<file path="src/rtl/multicycle_ctrl.sv">
// Multi-cycle control unit for the RV32I core: sequences fetch/decode/execute/
// memory/writeback and drives the datapath control signals from state + fields.
module multicycle_ctrl (
   input  logic        clk,
   input  logic        rst_n,
   input  logic [31:0] instr,
   input  logic        mem_ready,
   input  logic        EQ,
   output logic        mem_req,
   output logic        mem_we,
   output logic        addr_src,
   output logic        PCwrite,
   output logic        PCsrc,
   output logic [2:0]  ALUctrl,
   output logic        ALUsrc,
   output logic [2:0]  ImmSrc,
   output logic        RegWrite,
   output logic [1:0]  ResultSrc,
   output logic        illegal
);

   localparam int unsigned OPC_W = 7;
   localparam int unsigned F3_W  = 3;

   localparam logic [OPC_W-1:0] OPC_RTYPE  = 7'b0110011;
   localparam logic [OPC_W-1:0] OPC_ITYPE  = 7'b0010011;
   localparam logic [OPC_W-1:0] OPC_LOAD   = 7'b0000011;
   localparam logic [OPC_W-1:0] OPC_STORE  = 7'b0100011;
   localparam logic [OPC_W-1:0] OPC_BRANCH = 7'b1100011;
   localparam logic [OPC_W-1:0] OPC_LUI    = 7'b0110111;
   localparam logic [OPC_W-1:0] OPC_JAL    = 7'b1101111;

   typedef enum logic [2:0] {
      S_IDLE, S_FETCH, S_DECODE, S_EXEC, S_MEMRD, S_MEMWR, S_WB, S_TRAP
   } state_t;

   typedef enum logic [3:0] {
      I_ADD, I_SUB, I_ADDI, I_LW, I_SW, I_BEQ, I_BNE, I_LUI, I_JAL, I_BAD
   } op_t;

   state_t            state;
   state_t            next_state;
   op_t               op;
   logic [OPC_W-1:0]  opcode;
   logic [F3_W-1:0]   funct3;
   logic              funct7_5;
   logic              taken;

   // Instruction bits that carry register/immediate fields belong to the datapath.
   logic unused_instr_bits;
   assign unused_instr_bits = ^{instr[31], instr[29:15], instr[11:7]};

   // State register and instruction field latch (fields captured when FETCH completes).
   always_ff @(posedge clk or negedge rst_n) begin
      if (!rst_n) begin
         state    <= S_IDLE;
         opcode   <= '0;
         funct3   <= '0;
         funct7_5 <= 1'b0;
      end else begin
         state <= next_state;
         if (state == S_FETCH && mem_ready) begin
            opcode   <= instr[6:0];
            funct3   <= instr[14:12];
            funct7_5 <= instr[30];
         end
      end
   end

   // Decode the latched fields into one supported operation (or illegal).
   always_comb begin
      op = I_BAD;
      case (opcode)
         OPC_RTYPE:  if (funct3 == 3'b000) op = funct7_5 ? I_SUB : I_ADD;
         OPC_ITYPE:  if (funct3 == 3'b000) op = I_ADDI;
         OPC_LOAD:   if (funct3 == 3'b010) op = I_LW;
         OPC_STORE:  if (funct3 == 3'b010) op = I_SW;
         OPC_BRANCH: begin
            if (funct3 == 3'b000)      op = I_BEQ;
            else if (funct3 == 3'b001) op = I_BNE;
         end
         OPC_LUI:    op = I_LUI;
         OPC_JAL:    op = I_JAL;
         default:    op = I_BAD;
      endcase
   end

   // Branch outcome; EQ comes straight from the combinational ALU in EXEC.
   assign taken = (op == I_BEQ) ? EQ : !EQ;

   // Next-state and control outputs, decoded from state and latched fields.
   always_comb begin
      next_state = state;
      mem_req    = 1'b0;
      mem_we     = 1'b0;
      addr_src   = 1'b0;
      PCwrite    = 1'b0;
      PCsrc      = 1'b0;
      ALUctrl    = 3'b000;
      ALUsrc     = 1'b0;
      ImmSrc     = 3'b000;
      RegWrite   = 1'b0;
      ResultSrc  = 2'b00;
      illegal    = 1'b0;
      case (state)
         S_IDLE: next_state = S_FETCH;
         S_FETCH: begin
            mem_req = 1'b1;
            if (mem_ready) begin
               PCwrite    = 1'b1;
               next_state = S_DECODE;
            end
         end
         S_DECODE: next_state = (op == I_BAD) ? S_TRAP : S_EXEC;
         S_EXEC: begin
            case (op)
               I_ADD: next_state = S_WB;
               I_SUB: begin
                  ALUctrl    = 3'b001;
                  next_state = S_WB;
               end
               I_ADDI: begin
                  ALUsrc     = 1'b1;
                  next_state = S_WB;
               end
               I_LW: begin
                  ALUsrc     = 1'b1;
                  next_state = S_MEMRD;
               end
               I_SW: begin
                  ALUsrc     = 1'b1;
                  ImmSrc     = 3'b001;
                  next_state = S_MEMWR;
               end
               I_BEQ, I_BNE: begin
                  ImmSrc     = 3'b010;
                  PCwrite    = taken;
                  PCsrc      = taken;
                  next_state = S_FETCH;
               end
               I_JAL: begin
                  ImmSrc     = 3'b100;
                  PCwrite    = 1'b1;
                  PCsrc      = 1'b1;
                  next_state = S_WB;
               end
               I_LUI: begin
                  ImmSrc     = 3'b011;
                  next_state = S_WB;
               end
               default: next_state = S_TRAP;
            endcase
         end
         S_MEMRD: begin
            mem_req  = 1'b1;
            addr_src = 1'b1;
            if (mem_ready) next_state = S_WB;
         end
         S_MEMWR: begin
            mem_req  = 1'b1;
            mem_we   = 1'b1;
            addr_src = 1'b1;
            if (mem_ready) next_state = S_FETCH;
         end
         S_WB: begin
            RegWrite   = 1'b1;
            next_state = S_FETCH;
            case (op)
               I_LW:    ResultSrc = 2'b01;
               I_JAL:   ResultSrc = 2'b10;
               I_LUI:   ResultSrc = 2'b11;
               default: ResultSrc = 2'b00;
            endcase
         end
         S_TRAP: illegal = 1'b1;
         default: next_state = S_IDLE;
      endcase
   end

endmodule

</file>
<file path="config.mk">
export PLATFORM = sky130hd
export DESIGN_NAME = multicycle_ctrl
export DESIGN_NICKNAME = d
export VERILOG_FILES = /design/src/rtl/multicycle_ctrl.sv
export SDC_FILE = /design/constraint.sdc
export NUM_CORES = 1
export LEC_CHECK = 0
export CAP_MARGIN = 20
export CORE_MARGIN = 4
export CORE_UTILIZATION = 46
export DETAILED_ROUTE_END_ITERATION = 8
export PLACE_DENSITY_LB_ADDON = 0.2
export SETUP_SLACK_MARGIN = 0.15
export SYNTH_ARGS = -nofsm -noshare
export SYNTH_HDL_FRONTEND = slang
export SYNTH_SLANG_ARGS = --single-unit
</file>
<file path="constraint.sdc">
create_clock -name clk -period 3.55 [get_ports clk]
set_clock_uncertainty 0.1 [all_clocks]
set_input_delay 0.71 -clock clk [delete_from_list [all_inputs] [get_ports clk]]
set_output_delay 0.71 -clock clk [all_outputs]
set_load 0.05 [all_outputs]
</file>
==> impl_metrics.yaml, run 1 <==
finish:
  seqCellArea_um2: 352
  multi_input_area_um2: 791
  fill_cells: 232
  insertedDiodeCount: 0
  nets: 190
  areaGrowthSynthToFinish_pct: 25.2
  final_layout_size_suffix_gt1_share_pct: 26.8
  fin_util_pct: 60.7
  instances_no_fill: 183
critical_path:
  end_kind: "primary output"
  critPathCapture: "PCwrite"
  startpoint_type: "flop"
  r2r_setup_slack_ps: 1440
  critical_path_class: "reg2out"
  r2r_start: "opcode[5]$_DFFE_PN0P_"
  rr_endpoint: "state[2]$_DFFE_PN0P_"
  critPathRequiredTime_ps: 2740
  crit_start: "opcode[5]$_DFFE_PN0P_"
  critPathMaxFanout: 9
  crit_arrival_ps: 2450
  r2r_cells: 5
grt:
  grt_pass1_wl_um: 4440
  grt_max_degree: 15
  track_usage_pct: 16.8
  grt-ovfl-total: 0
  grt_pass1_vias: 994
  antenna_found_initial: 0
routing:
  dr_wl_met2_um: 1330
  drcViolationCount: 0
  wl_met1_um: 1090
  via_per_inst: 5.62
  drt_iter0_drc: 33
  wl_per_cell_um: 14.2
  drt-total-wl_um: 2600
  postRouteAntennaNets: 0
  num_vias: 1028
  route.met3.wl_um: 139
  dr.pass1.iters: 4
  routed.top_layer: "met4"
job:
  drv_cap: 0
floorplan:
  coreArea_mm2: 0.00250
  die_area_mm2: 0.00352
  ios: 52
  initial_utilization_pct: 48.4
  die_h_um: 59.3
  rows: 18
  die_w_um: 59.3
yosys:
  syn_inst: 129
  syn_avg_cell_area_um2: 9.39
  yosysUniqueCellTypes: 55
  synth_flop_cell: "dfrtp_1"
  seq_area_frac_synth_pct: 28.9
  synth_seq_cells: 14
  synthesis.area_mm2: 0.00121
  async_flop_share_pct: 100
  yosysWarnings: 0
  synth_edf_count: 0
clock_network:
  clock_latency_ps: 280
  post_cts_buffers: 0
  cts.sinks: 14
  path_clk_slew_ps: 80
  cts_max_path_buffers: 2
  cts.htree.levels: 1
  cts_root_buf: "clkbuf_4"
  cts_tree: "done"
  numCtsBuffers: 3
power_and_ir_drop:
  p_per_area_mw_per_mm2: 813
  p_leak_nw: 0.568
  irDropWorstVdd_mv: 0.569
timing:
  tns_ps: 0
  max_freq_mhz: 307
  finalCritPeriodShare_pct: 91.7
  rsz0062_at_grt: "yes"
  hold_slack_ps: 413
  finalSetupViolations: 0
  slew_headroom_pct: 54.2
  hold_viol: 0
  slew_viol_final: 0
  max_slew.worst_pin.slew_ps: 684
  finalCriticalPeriod_ps: 3260
placed_design:
  dp.cells: 179
  port_buffers: 28
  dpl.hpwl_um: 2040
  gp_congestion: 0.894
worst_hold_path:
  worstHoldPathType: "reg2reg"
run_status:
  status: "completed"
[cells in the final DEF, fill, tap and decap left out, types with 2 or more instances in the layout]
| cell type | Yosys | final |
|---|---|---|
| a21oi_1 | 6 | 6 |
| conb_1 | 1 | 2 |
| a211o_1 | 2 | 2 |
| nand2_1 | 11 | 11 |
| nor4_1 | 5 | 3 |
| nor3_1 | 2 | 2 |
| xnor2_1 | 2 | 2 |
| nand3_1 | 2 | 2 |
| nor2b_1 | 3 | 3 |
| dfrtp_1 | 14 | 13 |
| nor2_1 | 12 | 12 |
| clkbuf_4 | 0 | 3 |
| inv_1 | 4 | 4 |
| o21a_1 | 2 | 2 |
| and2_1 | 2 | 2 |
| clkdlybuf4s50_1 | 0 | 22 |
| o21ai_0 | 4 | 4 |
| buf_4 | 4 | 6 |
| nor4_2 | 0 | 2 |
| mux2_2 | 11 | 11 |
| a211oi_1 | 2 | 2 |
[Yosys cell counts (2+ instances only)]
library cell / n / area share [%]
a211o_1: 2 / 1.4
a211oi_1: 2 / 1.2
a21oi_1: 6 / 2.5
and2_1: 2 / 1.0
buf_2: 3 / 1.2
buf_4: 4 / 2.5
buf_6: 2 / 1.9
dfrtp_1: 14 / 29
inv_1: 4 / 1.2
mux2_2: 11 / 10
nand2_1: 11 / 3.4
nand3_1: 2 / 0.83
nor2_1: 12 / 3.7
nor2b_1: 3 / 1.5
nor3_1: 2 / 0.83
nor4_1: 5 / 2.6
o21a_1: 2 / 1.2
o21ai_0: 4 / 1.7
xnor2_1: 2 / 1.4
[cell families after synthesis]
kind of cell,synth area share [%]
XOR/XNOR,2.17
AO/OA/AOI/OAI,20.9
multiplexers,12.3
buffers and inverters,7.13
flip-flops,28.9
AND/OR/NAND/NOR,28.3
other,0.310
[how the worst min path moves through the flow]
stage                         startpoint               endpoint  cells after the start
finish              funct7_5$_DFFE_PN0P_   funct7_5$_DFFE_PN0P_                      1
global route        funct7_5$_DFFE_PN0P_   funct7_5$_DFFE_PN0P_                      1
global placement    funct7_5$_DFFE_PN0P_   funct7_5$_DFFE_PN0P_                      1
detailed placement  funct7_5$_DFFE_PN0P_   funct7_5$_DFFE_PN0P_                      1
floorplan                          rst_n  funct3[0]$_DFFE_PN0P_                      0
CTS                 funct7_5$_DFFE_PN0P_   funct7_5$_DFFE_PN0P_                      1
[worst max-delay path: stages (launching register included)]
cell,delay (ps)
dfrtp_1,520
and4_1,270
and2_1,170
a221oi_2,420
o31ai_2,190
xnor2_1,170
o21ai_1,240
buf_12,170
[registers in the layout, indices dropped and copies added, names as in the netlist]
signal    flops
funct3        3
opcode        7
state         3
funct7_5      1
[timing repair]
item                                    in CTS  in global routing
endpoints found under the hold margin        0                  0
endpoints found under the setup margin       0                  3
hold buffers                                 0                  0
resized for setup                            0                  1
[routing by layer]
layer	track usage, %	vias to the layer above
li1	-	512
met1	20.2	490
met2	28.7	22
met3	3.27	4
met4	7.44	0
met5	0	-
[power breakdown]
part,leakage [nW],total [W],switching (W),internal (W)
sequential,0.163,0.000436,0.000195,0.000241
combinational,0.384,0.000682,0.000364,0.000318
clock,0.0210,0.000115,0.0000529,0.0000624
total,0.568,0.00123,0.000612,0.000621
[per-stage QoR]
stage               area, µm²  setup slack, ps  total power (W)
CTS                      1520              180          0.00124
detailed placement       1480              507          0.00112
global route             1520              136          0.00134
global placement         1480              552          0.00110
finish                   1520              294          0.00123
floorplan                1230              296         0.000993
[final cells by class]
type                       count  share of cell area (%)
clock buffer                   4                    2.39
inverter                       4                   0.990
multi-input combinational    102                    52.1
sequential                    14                    23.2
tap                           30                    2.48
timing repair buffer          29                    18.8
Power figures use the tool's default switching activity.
==> run 2, diff against run 1 <==
--- a/config.mk
+++ b/config.mk
@@ -9,6 +9,7 @@
 export CORE_MARGIN = 4
 export CORE_UTILIZATION = 46
 export DETAILED_ROUTE_END_ITERATION = 8
+export GPL_ROUTABILITY_DRIVEN = 0
 export PLACE_DENSITY_LB_ADDON = 0.2
 export SETUP_SLACK_MARGIN = 0.15
 export SYNTH_ARGS = -nofsm -noshare
==> impl_metrics.yaml, run 2 (synthesized netlist as in run 1, its figures left out) <==
clock_network:
  cts.htree.levels: 1
  cts_max_path_buffers: 2
  cts_root_buf: "clkbuf_4"
  post_cts_buffers: 0
  cts.sinks: 14
  cts_tree: "done"
  clock_latency_ps: 280
  path_clk_slew_ps: 90
  cts_hold_buf: 0
  cts_resized: 0
  numCtsBuffers: 3
finish:
  areaGrowthSynthToFinish_pct: 27.2
  final_cell_mix: "clkdlybuf4s50_1, dfrtp_1, nor2_1, nand2_1, mux2_2"
  nets: 190
  fin_util_pct: 61.6
  largest_reg_flops: 7
  final_layout_size_suffix_gt1_share_pct: 26.8
  final_common_cell: "clkdlybuf4s50_1"
  insertedDiodeCount: 0
  top_register: "opcode"
  reg_top3: "opcode (7), funct3 (3), state (3)"
power_and_ir_drop:
  p_leak_nw: 0.570
  irDropWorstVdd_mv: 0.570
  power.total_w: 0.00125
  p_per_area_mw_per_mm2: 814
critical_path:
  crit_path_cell_trace: "nand4bb_4 > nor2_4 > nand2_1 > nor4_1 > clkdlybuf4s50_1"
  crit_path_top_delay_cell: "clkdlybuf4s50_1"
  max_stage_delay_ps: 850
  crit_buf_inv: 1
  end_kind: "primary output"
  r2r_cells: 5
  r2r_setup_slack_ps: 1430
  crit_arrival_ps: 2410
  r2r_start: "opcode[5]$_DFFE_PN0P_"
  critPathRequiredTime_ps: 2740
  crit_family: "buffers and inverters"
  startpoint_type: "flop"
  critical_path_class: "reg2out"
  rr_endpoint: "state[2]$_DFFE_PN0P_"
  critPathMaxFanout: 6
timing:
  finalCriticalPeriod_ps: 3220
  tns_ps: 0
  hold_slack_ps: 413
  max_freq_mhz: 310
  rsz0062_at_grt: "no"
  slew_headroom_pct: 56.8
  finalSetupViolations: 0
  slew_viol_final: 0
  max_slew.worst_pin.slew_ps: 638
  finalCritPeriodShare_pct: 90.7
  hold_viol: 0
grt:
  grt_pass1_vias: 952
  antenna_found_initial: 0
  grt_max_degree: 15
  track_usage_pct: 16.2
  grt-ovfl-total: 0
  grt_pass1_wl_um: 4230
floorplan:
  die_area_mm2: 0.00352
  initial_utilization_pct: 48.4
  coreArea_mm2: 0.00250
  ios: 52
  die_w_um: 59.3
  die_h_um: 59.3
  rows: 18
routing:
  dr.pass1.iters: 4
  routed.top_layer: "met4"
  drcViolationCount: 0
  via_per_inst: 5.63
  drt_iter0_drc: 13
  route.met3.wl_um: 141
  drt-total-wl_um: 2590
  num_vias: 1030
  postRouteAntennaNets: 0
  wl_met1_um: 1110
  wl_per_cell_um: 14.1
  dr_wl_met2_um: 1280
placed_design:
  dpl.hpwl_um: 2040
  port_buffers: 28
worst_hold_path:
  min_path_cells: 1
  min-delay-start: "funct7_5$_DFFE_PN0P_"
  worstHoldPathType: "reg2reg"
  min_to: "funct7_5$_DFFE_PN0P_"
run_status:
  status: "completed"
job:
  drv_cap: 0
[run 2: cell types whose count changed in the layout (fill, tap and decap cells not counted)]
cell / change
a2111oi_2: -1
a2111oi_4: +1
a221oi_2: -1
a221oi_4: +1
[run 2: worst max-delay path by stage]
| stage | start | to | slack [ps] | cells after the start |
|---|---|---|---|---|
| 2_1_floorplan | opcode[4]$_DFFE_PN0P_ | ImmSrc[1] | 300 | 5 |
| 3_3_place_gp | opcode[4]$_DFFE_PN0P_ | PCwrite | 560 | 7 |
| 3_5_place_dp | opcode[4]$_DFFE_PN0P_ | PCwrite | 520 | 7 |
| 4_1_cts | opcode[4]$_DFFE_PN0P_ | PCwrite | 190 | 7 |
| 5_1_grt | opcode[2]$_DFFE_PN0P_ | ALUsrc | 190 | 5 |
| 6_report | opcode[2]$_DFFE_PN0P_ | ALUsrc | 330 | 5 |
[run 2: area by class of cell]
class,instances,area [µm²]
fillers,220,960
multi-input cells,102,815
flip-flops and latches,14,352
repair buffers,29,285
well taps,30,37.5
clock buffers,4,36.3
inverters,4,15.0
[run 2: per-stage QoR]
step	cells	instance area, µm²	worst slack (ps)
5_1_grt	183	1540	194
4_1_cts	183	1520	191
6_report	183	1540	328
3_3_place_gp	179	1480	555
2_1_floorplan	130	1230	296
3_5_place_dp	179	1480	518
[run 2: report_power, final]
group | switching (W) | leakage [nW] | internal [W]
Sequential | 0.000205 | 0.163 | 0.000240
Clock | 0.0000541 | 0.0210 | 0.0000624
Combinational | 0.000368 | 0.385 | 0.000324
[run 2: routing by layer]
metal | track usage, % | up-vias
li1 | - | 516
met1 | 19.1 | 484
met2 | 27.3 | 24
met3 | 2.83 | 6
met4 | 9.06 | 0
met5 | 0 | -
[run 2: worst register-to-register path, stage by stage (launching register included)]
cell      delay [ps]
dfrtp_1          530
and4_1           280
and2_1           190
o311ai_1         610
a21boi_1         130
a211oi_1         200
